<file path="src/rtl/muldiv_unit.sv">
// rtl/muldiv_unit.sv - iterative radix-2 multiply/divide unit producing the HI/LO result pair
// Signed MULT/DIV exist only when MULDIV_SIGNED_EN is defined; otherwise op[0] is ignored.
module muldiv_unit #(
  parameter int WIDTH = 16
) (
  input  logic             clk,
  input  logic             reset,
  input  logic             start,
  input  logic [1:0]       op,
  input  logic [WIDTH-1:0] rs_value,
  input  logic [WIDTH-1:0] rt_value,
  output logic             busy,
  output logic             done,
  output logic [WIDTH-1:0] low_out,
  output logic [WIDTH-1:0] high_out,
  output logic             div_by_zero
);
  localparam int CW = $clog2(WIDTH + 1);

  typedef enum logic [1:0] {IDLE, RUN, FINISH} state_t;

  state_t             state_q, state_d;
  logic [CW-1:0]      cnt_q, cnt_d;
  logic               is_div_q, is_div_d;
  logic               dz_pend_q, dz_pend_d;
  logic [WIDTH-1:0]   acc_hi_q, acc_hi_d;
  logic [WIDTH-1:0]   acc_lo_q, acc_lo_d;
  logic [WIDTH-1:0]   opb_q, opb_d;
  logic [WIDTH-1:0]   low_q, low_d;
  logic [WIDTH-1:0]   high_q, high_d;
  logic               done_q, done_d;
  logic               dz_q, dz_d;

  logic [WIDTH-1:0]   a_mag, b_mag;
  logic [2*WIDTH-1:0] prod_res;
  logic [WIDTH-1:0]   quo_res, rem_res;
  logic [WIDTH:0]     mul_sum, div_shift, div_diff;

`ifdef MULDIV_SIGNED_EN
  logic sign_a, sign_b;
  logic neg_pq, neg_rem;
  logic neg_pq_q, neg_pq_d, neg_rem_q, neg_rem_d;

  always_comb begin
    sign_a    = op[0] & rs_value[WIDTH-1];
    sign_b    = op[0] & rt_value[WIDTH-1];
    a_mag     = sign_a ? -rs_value : rs_value;
    b_mag     = sign_b ? -rt_value : rt_value;
    neg_pq    = sign_a ^ sign_b;
    neg_rem   = sign_a;
    neg_pq_d  = (state_q == IDLE && start) ? neg_pq : neg_pq_q;
    neg_rem_d = (state_q == IDLE && start) ? neg_rem : neg_rem_q;
    prod_res  = neg_pq_q ? -{acc_hi_q, acc_lo_q} : {acc_hi_q, acc_lo_q};
    quo_res   = neg_pq_q ? -acc_lo_q : acc_lo_q;
    // remainder follows the dividend's sign (truncating division)
    rem_res   = neg_rem_q ? -acc_hi_q : acc_hi_q;
  end

  always_ff @(posedge clk) begin
    if (reset) begin
      neg_pq_q  <= 1'b0;
      neg_rem_q <= 1'b0;
    end else begin
      neg_pq_q  <= neg_pq_d;
      neg_rem_q <= neg_rem_d;
    end
  end
`else
  logic unused_op_bit;
  assign unused_op_bit = op[0];

  always_comb begin
    a_mag    = rs_value;
    b_mag    = rt_value;
    prod_res = {acc_hi_q, acc_lo_q};
    quo_res  = acc_lo_q;
    rem_res  = acc_hi_q;
  end
`endif

  always_comb begin
    state_d   = state_q;
    cnt_d     = cnt_q;
    is_div_d  = is_div_q;
    dz_pend_d = dz_pend_q;
    acc_hi_d  = acc_hi_q;
    acc_lo_d  = acc_lo_q;
    opb_d     = opb_q;
    low_d     = low_q;
    high_d    = high_q;
    done_d    = 1'b0;
    dz_d      = dz_q;

    mul_sum   = {1'b0, acc_hi_q} + {1'b0, (acc_lo_q[0] ? opb_q : {WIDTH{1'b0}})};
    div_shift = {acc_hi_q, acc_lo_q[WIDTH-1]};
    div_diff  = div_shift - {1'b0, opb_q};

    case (state_q)
      IDLE: begin
        if (start) begin
          state_d   = RUN;
          cnt_d     = CW'(WIDTH);
          is_div_d  = op[1];
          dz_pend_d = op[1] & (rt_value == {WIDTH{1'b0}});
          dz_d      = 1'b0;
          acc_hi_d  = {WIDTH{1'b0}};
          acc_lo_d  = a_mag;
          opb_d     = b_mag;
        end
      end
      RUN: begin
        cnt_d = cnt_q - CW'(1);
        if (is_div_q) begin
          // restoring step: keep the trial difference only when it did not borrow
          if (!div_diff[WIDTH]) begin
            acc_hi_d = div_diff[WIDTH-1:0];
            acc_lo_d = {acc_lo_q[WIDTH-2:0], 1'b1};
          end else begin
            acc_hi_d = div_shift[WIDTH-1:0];
            acc_lo_d = {acc_lo_q[WIDTH-2:0], 1'b0};
          end
        end else begin
          acc_hi_d = mul_sum[WIDTH:1];
          acc_lo_d = {mul_sum[0], acc_lo_q[WIDTH-1:1]};
        end
        if (cnt_q == CW'(1)) begin
          state_d = FINISH;
        end
      end
      FINISH: begin
        if (is_div_q) begin
          low_d  = dz_pend_q ? {WIDTH{1'b1}} : quo_res;
          high_d = rem_res;
        end else begin
          low_d  = prod_res[WIDTH-1:0];
          high_d = prod_res[2*WIDTH-1:WIDTH];
        end
        done_d  = 1'b1;
        dz_d    = dz_pend_q;
        state_d = IDLE;
      end
      default: state_d = IDLE;
    endcase
  end

  always_ff @(posedge clk) begin
    if (reset) begin
      state_q   <= IDLE;
      cnt_q     <= '0;
      is_div_q  <= 1'b0;
      dz_pend_q <= 1'b0;
      acc_hi_q  <= '0;
      acc_lo_q  <= '0;
      opb_q     <= '0;
      low_q     <= '0;
      high_q    <= '0;
      done_q    <= 1'b0;
      dz_q      <= 1'b0;
    end else begin
      state_q   <= state_d;
      cnt_q     <= cnt_d;
      is_div_q  <= is_div_d;
      dz_pend_q <= dz_pend_d;
      acc_hi_q  <= acc_hi_d;
      acc_lo_q  <= acc_lo_d;
      opb_q     <= opb_d;
      low_q     <= low_d;
      high_q    <= high_d;
      done_q    <= done_d;
      dz_q      <= dz_d;
    end
  end

  assign busy        = (state_q != IDLE);
  assign done        = done_q;
  assign low_out     = low_q;
  assign high_out    = high_q;
  assign div_by_zero = dz_q;
endmodule

</file>
<file path="config.mk">
export PLATFORM = sky130hd
export DESIGN_NAME = muldiv_unit
export DESIGN_NICKNAME = d
export VERILOG_FILES = /design/src/rtl/muldiv_unit.sv
export SDC_FILE = /design/constraint.sdc
export NUM_CORES = 1
export LEC_CHECK = 0
export CAP_MARGIN = 30
export CORE_MARGIN = 2
export CORE_UTILIZATION = 40
export DETAILED_ROUTE_END_ITERATION = 12
export PLACE_DENSITY_LB_ADDON = 0.2
export SKIP_LAST_GASP = 1
export SYNTH_ARGS = -nofsm -noshare
export SYNTH_HDL_FRONTEND = slang
export SYNTH_SLANG_ARGS = --single-unit
</file>
<file path="constraint.sdc">
create_clock -name clk -period 3.4 [get_ports clk]
set_input_delay 0.68 -clock clk [delete_from_list [all_inputs] [get_ports clk]]
set_output_delay 0.68 -clock clk [all_outputs]
set_load 0.01 [all_outputs]
</file>
After elaboration in Yosys (flattened, before gate mapping):

Cells that the tools add are included.

* register bits: 91
* latch bits: 0
* memory bits (writable): 0
* ROM bits: 0
* output and inout bits: 35
* logic and storage cells: 48
* memories kept: 0

* add/subtract/negate cells: 3
* multiply operators: 0
* divide/modulo/power cells: 0
* order comparisons: 0
* equality and inequality tests: 5
* shift operators: 0
* muxes and demuxes: 19
* bitwise operators: 1
* reduce and logical (&&, ||, !) cells: 9

Operator list (count)
* $mux 16: 8
* $pmux 16 s2: 2
* $add 16x16->17: 1
* $sub 17x16->17: 1
* $logic_not 16->1: 1
* $pmux 5 s2: 1
* $reduce_and 2->1: 4
* $reduce_bool 2->1: 3
* $eq 5x1->1 const B: 1
* $mux 5: 1
* $sub 5x1->5 const B: 1
* $mux 2: 2
* $ne 2x2->1 const B: 2
* $pmux 2 s2: 1
* $mux 1: 3
* $eq 2x1->1 const B: 1
* $eq 2x2->1 const B: 1
* $logic_not 2->1: 1
* $pmux 1 s2: 1
* $and 1x1->1: 1

Logic depth before layout (Yosys ltp):

Gate-level depths: netlist of the first run.

* depth after elaboration: 4
* depth in mapped cells: 13

Least setup slack after synthesis of the first run:

Ideal clock, no wire load.

* path type: reg2reg
* from: register acc_lo_q[0]
* to: register acc_hi_q[15]
* library setup time: 0.074 ns
* arrival: 2.984 ns
* required time: 3.326 ns
* slack: 0.342 ns
* cell stages (with the launch flop): 13
* path buffers: 2
* period minus slack after synthesis: 3.058 ns
* path through: dfxtp_1 > clkbuf_1 > clkbuf_1 > nand2_1 > fa_1 > and2b_2 > o21ai_2 > a311oi_2 > nor3_2 > o41ai_4 > a21oi_1 > or4_1 > a31oi_1

* longest elaborated chain between the ends: 4

Ends and longest elaborated chain
* from (decl): RTL line 27 `logic [WIDTH-1:0] acc_lo_q, acc_lo_d;`
* from (signal assigned): RTL line 165 `acc_lo_q <= acc_lo_d;`
* $mux 16: RTL line 94 `mul_sum = {1'b0, acc_hi_q} + {1'b0, (acc_lo_q[0] ? opb_q : {WIDTH{1'b0}})};`
* $add 16x16->17: RTL line 94
* $mux 16: RTL line 113 `if (is_div_q) begin`
* $pmux 16 s2: RTL line 98 `case (state_q)`
* to (signal assigned): RTL line 164 `acc_hi_q <= acc_hi_d;`
* to (decl): RTL line 26 `logic [WIDTH-1:0] acc_hi_q, acc_hi_d;`

Every way passes these cells.
A chain may end at the register's enable or synchronous reset.

Worst setup path in the final report of the first run:

* from: register acc_hi_q[0]
* to: register acc_hi_q[15]

* longest elaborated chain between the ends: 4
* elaborated cells between the ends (all ways): 5
* classes of those cells: 2 x add/sub; 3 x mux

Ends and longest elaborated chain
* $sub 17x16->17: RTL line 96 `div_diff = div_shift - {1'b0, opb_q};`
* $mux 16: RTL line 115 `if (!div_diff[WIDTH]) begin`
* $mux 16 *: RTL line 113
* $pmux 16 s2 *: RTL line 98

Every way passes the cells marked *; elsewhere a longest branch is shown, timed or not.

==> results of run 1 <==
==> cell type report <==
type	count	area (µm²)	share of cell area, %
Multi-Input combinational cell	549	3391	51.05
Clock inverter	6	68.82	1.036
Clock buffer	10	239.0	3.598
Tap cell	176	220.2	3.315
Inverter	31	116.4	1.752
Sequential cell	91	1822	27.43
Timing Repair Buffer	82	785.8	11.83
==> power by group <==
| part | switching (mW) | internal, mW |
|---|---|---|
| combinational | 0.339 | 0.265 |
| clock | 0.452 | 0.597 |
| sequential | 0.0519 | 1.12 |
==> cells by family after synthesis <==
group | share of synthesized area [%]
AOI/OAI and AO/OA | 21.89
DFF | 33.03
buffers and inverters | 5.535
xor gates and xnor gates | 2.858
and+or+nand+nor | 25.79
muxes | 2.450
adders and majority gates | 8.439
==> synthesized netlist by cell type, types with 4 or more instances <==
| master | count | area share [%] |
|---|---|---|
| o21a_1 | 4 | 0.54 |
| inv_1 | 31 | 2.1 |
| mux2i_1 | 12 | 2.2 |
| xnor2_1 | 11 | 1.7 |
| a311oi_1 | 15 | 2.4 |
| nand4_1 | 4 | 0.45 |
| a211oi_1 | 20 | 2.7 |
| a21oi_1 | 60 | 5.4 |
| and2_1 | 17 | 1.9 |
| ha_1 | 34 | 7.7 |
| nand3_1 | 9 | 0.82 |
| xor2_1 | 7 | 1.1 |
| nor2_1 | 67 | 4.6 |
| buf_1 | 4 | 0.27 |
| dfxtp_1 | 91 | 33 |
| nor3_1 | 28 | 2.5 |
| a31oi_1 | 10 | 1.1 |
| nor4_1 | 4 | 0.45 |
| a21o_1 | 5 | 0.68 |
| nor2b_1 | 23 | 2.6 |
| nand2_1 | 122 | 8.3 |
| o21ai_0 | 26 | 2.4 |
| a21boi_0 | 4 | 0.54 |
| a22oi_1 | 8 | 1.1 |
| clkbuf_1 | 32 | 2.2 |
| or3_1 | 5 | 0.57 |
==> metrics by stage <==
stage / hold slack, ns / power, mW / std cells / util [%]
floorplan: 0.4344 / 1.614 / 711 / -
global placement: 0.4445 / 1.769 / 929 / 47.46
detailed placement: 0.4467 / 1.790 / 929 / 47.46
CTS: 0.4560 / 2.844 / 945 / 49.77
global route: 0.4760 / 2.955 / 945 / 49.77
finish: 0.4530 / 2.821 / 945 / 49.77
==> flip-flops by register name (all words and copies together), names as in the netlist <==
signal       cells
cnt_q            5
state_q          2
high_out        16
done             1
dz_pend_q        1
is_div_q         1
opb_q           16
low_out         16
acc_hi_q        16
div_by_zero      1
acc_lo_q        16
==> tightest hold or removal path, delay by kind of cell, from the launching register on <==
kind | cells | cell delay, ns
compound gates | 1 | 0.05
flops | 1 | 0.31
simple gates | 1 | 0.05
==> how the worst max path moves through the flow <==
stage,slack [ns],cells after the start,start,to
floorplan,0.34,12,acc_lo_q[0],acc_hi_q[15]
global placement,0.33,11,acc_hi_q[0],acc_hi_q[15]
detailed placement,0.26,11,acc_hi_q[0],acc_hi_q[15]
CTS,0.22,11,acc_hi_q[0],acc_hi_q[15]
global route,0.01,11,acc_hi_q[0],acc_hi_q[15]
finish,0.20,11,acc_hi_q[0],acc_hi_q[15]
==> routing by layer <==
layer  routed length, µm  vias to the layer above
li1                    -                     2607
met1                6854                     2530
met2                7513                      125
met3                 702                       15
met4                 194                        0
met5                   0                        -
==> flow_metrics.tcl, run 1 <==
set metrics [dict create \
    p_per_area_nw_per_um2 424.6 \
    layout_common_cells "nand2_1 (122), dfxtp_1 (91), clkdlybuf4s50_1 (69)" \
    cts.clk_slew.worst_paths_ns 0.07 \
    path_max_fanout 6 \
    area_delta_synth_final_pct 20.44 \
    vias 5277 \
    finalWorstSetupSlack_ns 0.1950 \
    synth_warnings 0 \
    r2r-start "acc_hi_q[0]" \
    placed_area_um2 6335 \
    worstMarginPinSlew_ns 1.078 \
    use_met3_pct 4.746 \
    antenna_found_initial 0 \
    cp-end-kind "register" \
    gp_congestion 0.9003 \
    cts_root_buf "clkbuf_16" \
    ys_seq_area_share_pct 33.03 \
    drt_pass1_iterations 4 \
    die_w_um 121.4 \
    cts.repair.resized 0 \
    holdPathStages 2 \
    ir_worst_vdd_v 0.0002343 \
    clk_path_buf_depth 2 \
    layout_commonest_cell "nand2_1" \
    hold_violations 0 \
    setup_tns_ns 0 \
    drt-total-wl_mm 15.27 \
    netlist_area_um2 5515 \
    ys_seq_elements 91 \
    dp_hpwl_mm 10.94 \
    finalCritPeriodShare_pct 94.26 \
    async_flop_share_pct 0 \
    max_slew_margin_pct 27.88 \
    io_pins 72 \
    drt_iter0_drc 333 \
    crit_chain "ha_1 -> inv_1 -> fa_1 -> and2b_2 -> o21ai_2 -> a311oi_2 -> nor3_2 -> o41ai_4 -> a21oi_1 -> or4_1 -> a31oi_1" \
    critical-path-top-delay-family "compound AO/OA/AOI/OAI gates" \
    dieHeight_um 121.4 \
    setup_viol 0 \
    core_area_um2 13350 \
    dpl_worst_slack_ns 0.2615 \
    required_ns 3.68 \
    layout.nets 837 \
    cts_buffers 9 \
    critPathArrivalTime_ns 3.48 \
    synthesis.nets 784 \
    numClockSinks 91 \
    synth_cell_type_count 66 \
    first_global_vias 5279 \
    ctsHoldBuffers 0 \
    drc_errors 0 \
    rr_worst_depth 11 \
    syn_inst 711 \
    p_leak_nw 2.549 \
    htreeDepth 3 \
    fin_crit_ns 3.205 \
    r2r_slack_ns 0.20 \
    fillCellCount 1339 \
    status "completed" \
    layout-drive-gt1-share_pct 7.022 \
    met1_usage_pct 26.30 \
    final_max_slew_viol_count 0 \
    num_antenna_cells 0 \
    synth_edf_count 0 \
    final_area_um2 6643 \
    grt.busiest_layer "met2" \
    gr-total-overflow 0 \
    whs_endpoint "high_out[9]" \
    clkLatencyLatePin_ns 0.35 \
    worstSetupStartpointType "register" \
    avgSynthCellArea_um2 7.757 \
    rsz0062_at_grt "false" \
    die-area_um2 14740 \
    dominantRegCellSynth "dfxtp_1" \
    start_util_pct 41.32 \
    wl_per_cell_um 16.15 \
    port_buffers 70 \
    clock.fmax_ghz 0.3120 \
    grt_max_degree 46 \
    tritoncts "yes" \
    r2r_end "acc_hi_q[15]" \
    grt_pass1_wl_mm 25.39 \
    viasPerCell 5.584 \
    cp_num_buf_inv 1 \
    cpPeakStageDelay_ns 0.52 \
    worst_path_max_delay_cell "or4_1" \
    grtUsageMet2_pct 38.45 \
    ant_nets 0 \
    finClkSkew_ns 0.008821 \
    grt_usage_pct 21.72 \
    maxCapViolCount 0 \
    post_cts_buffers 0 \
    critPathKind "register to register" \
    num_rows 42 \
    hold_start "high_out[9]" \
    hp-class "register to register" \
]
Power figures use the tool's default switching activity.
==> run 2: changes to the inputs <==
CTS_CLUSTER_DIAMETER = 50   (was not set)
==> results of run 2 <==
The final DEF is identical to that of run 1; final timing and power are the same.
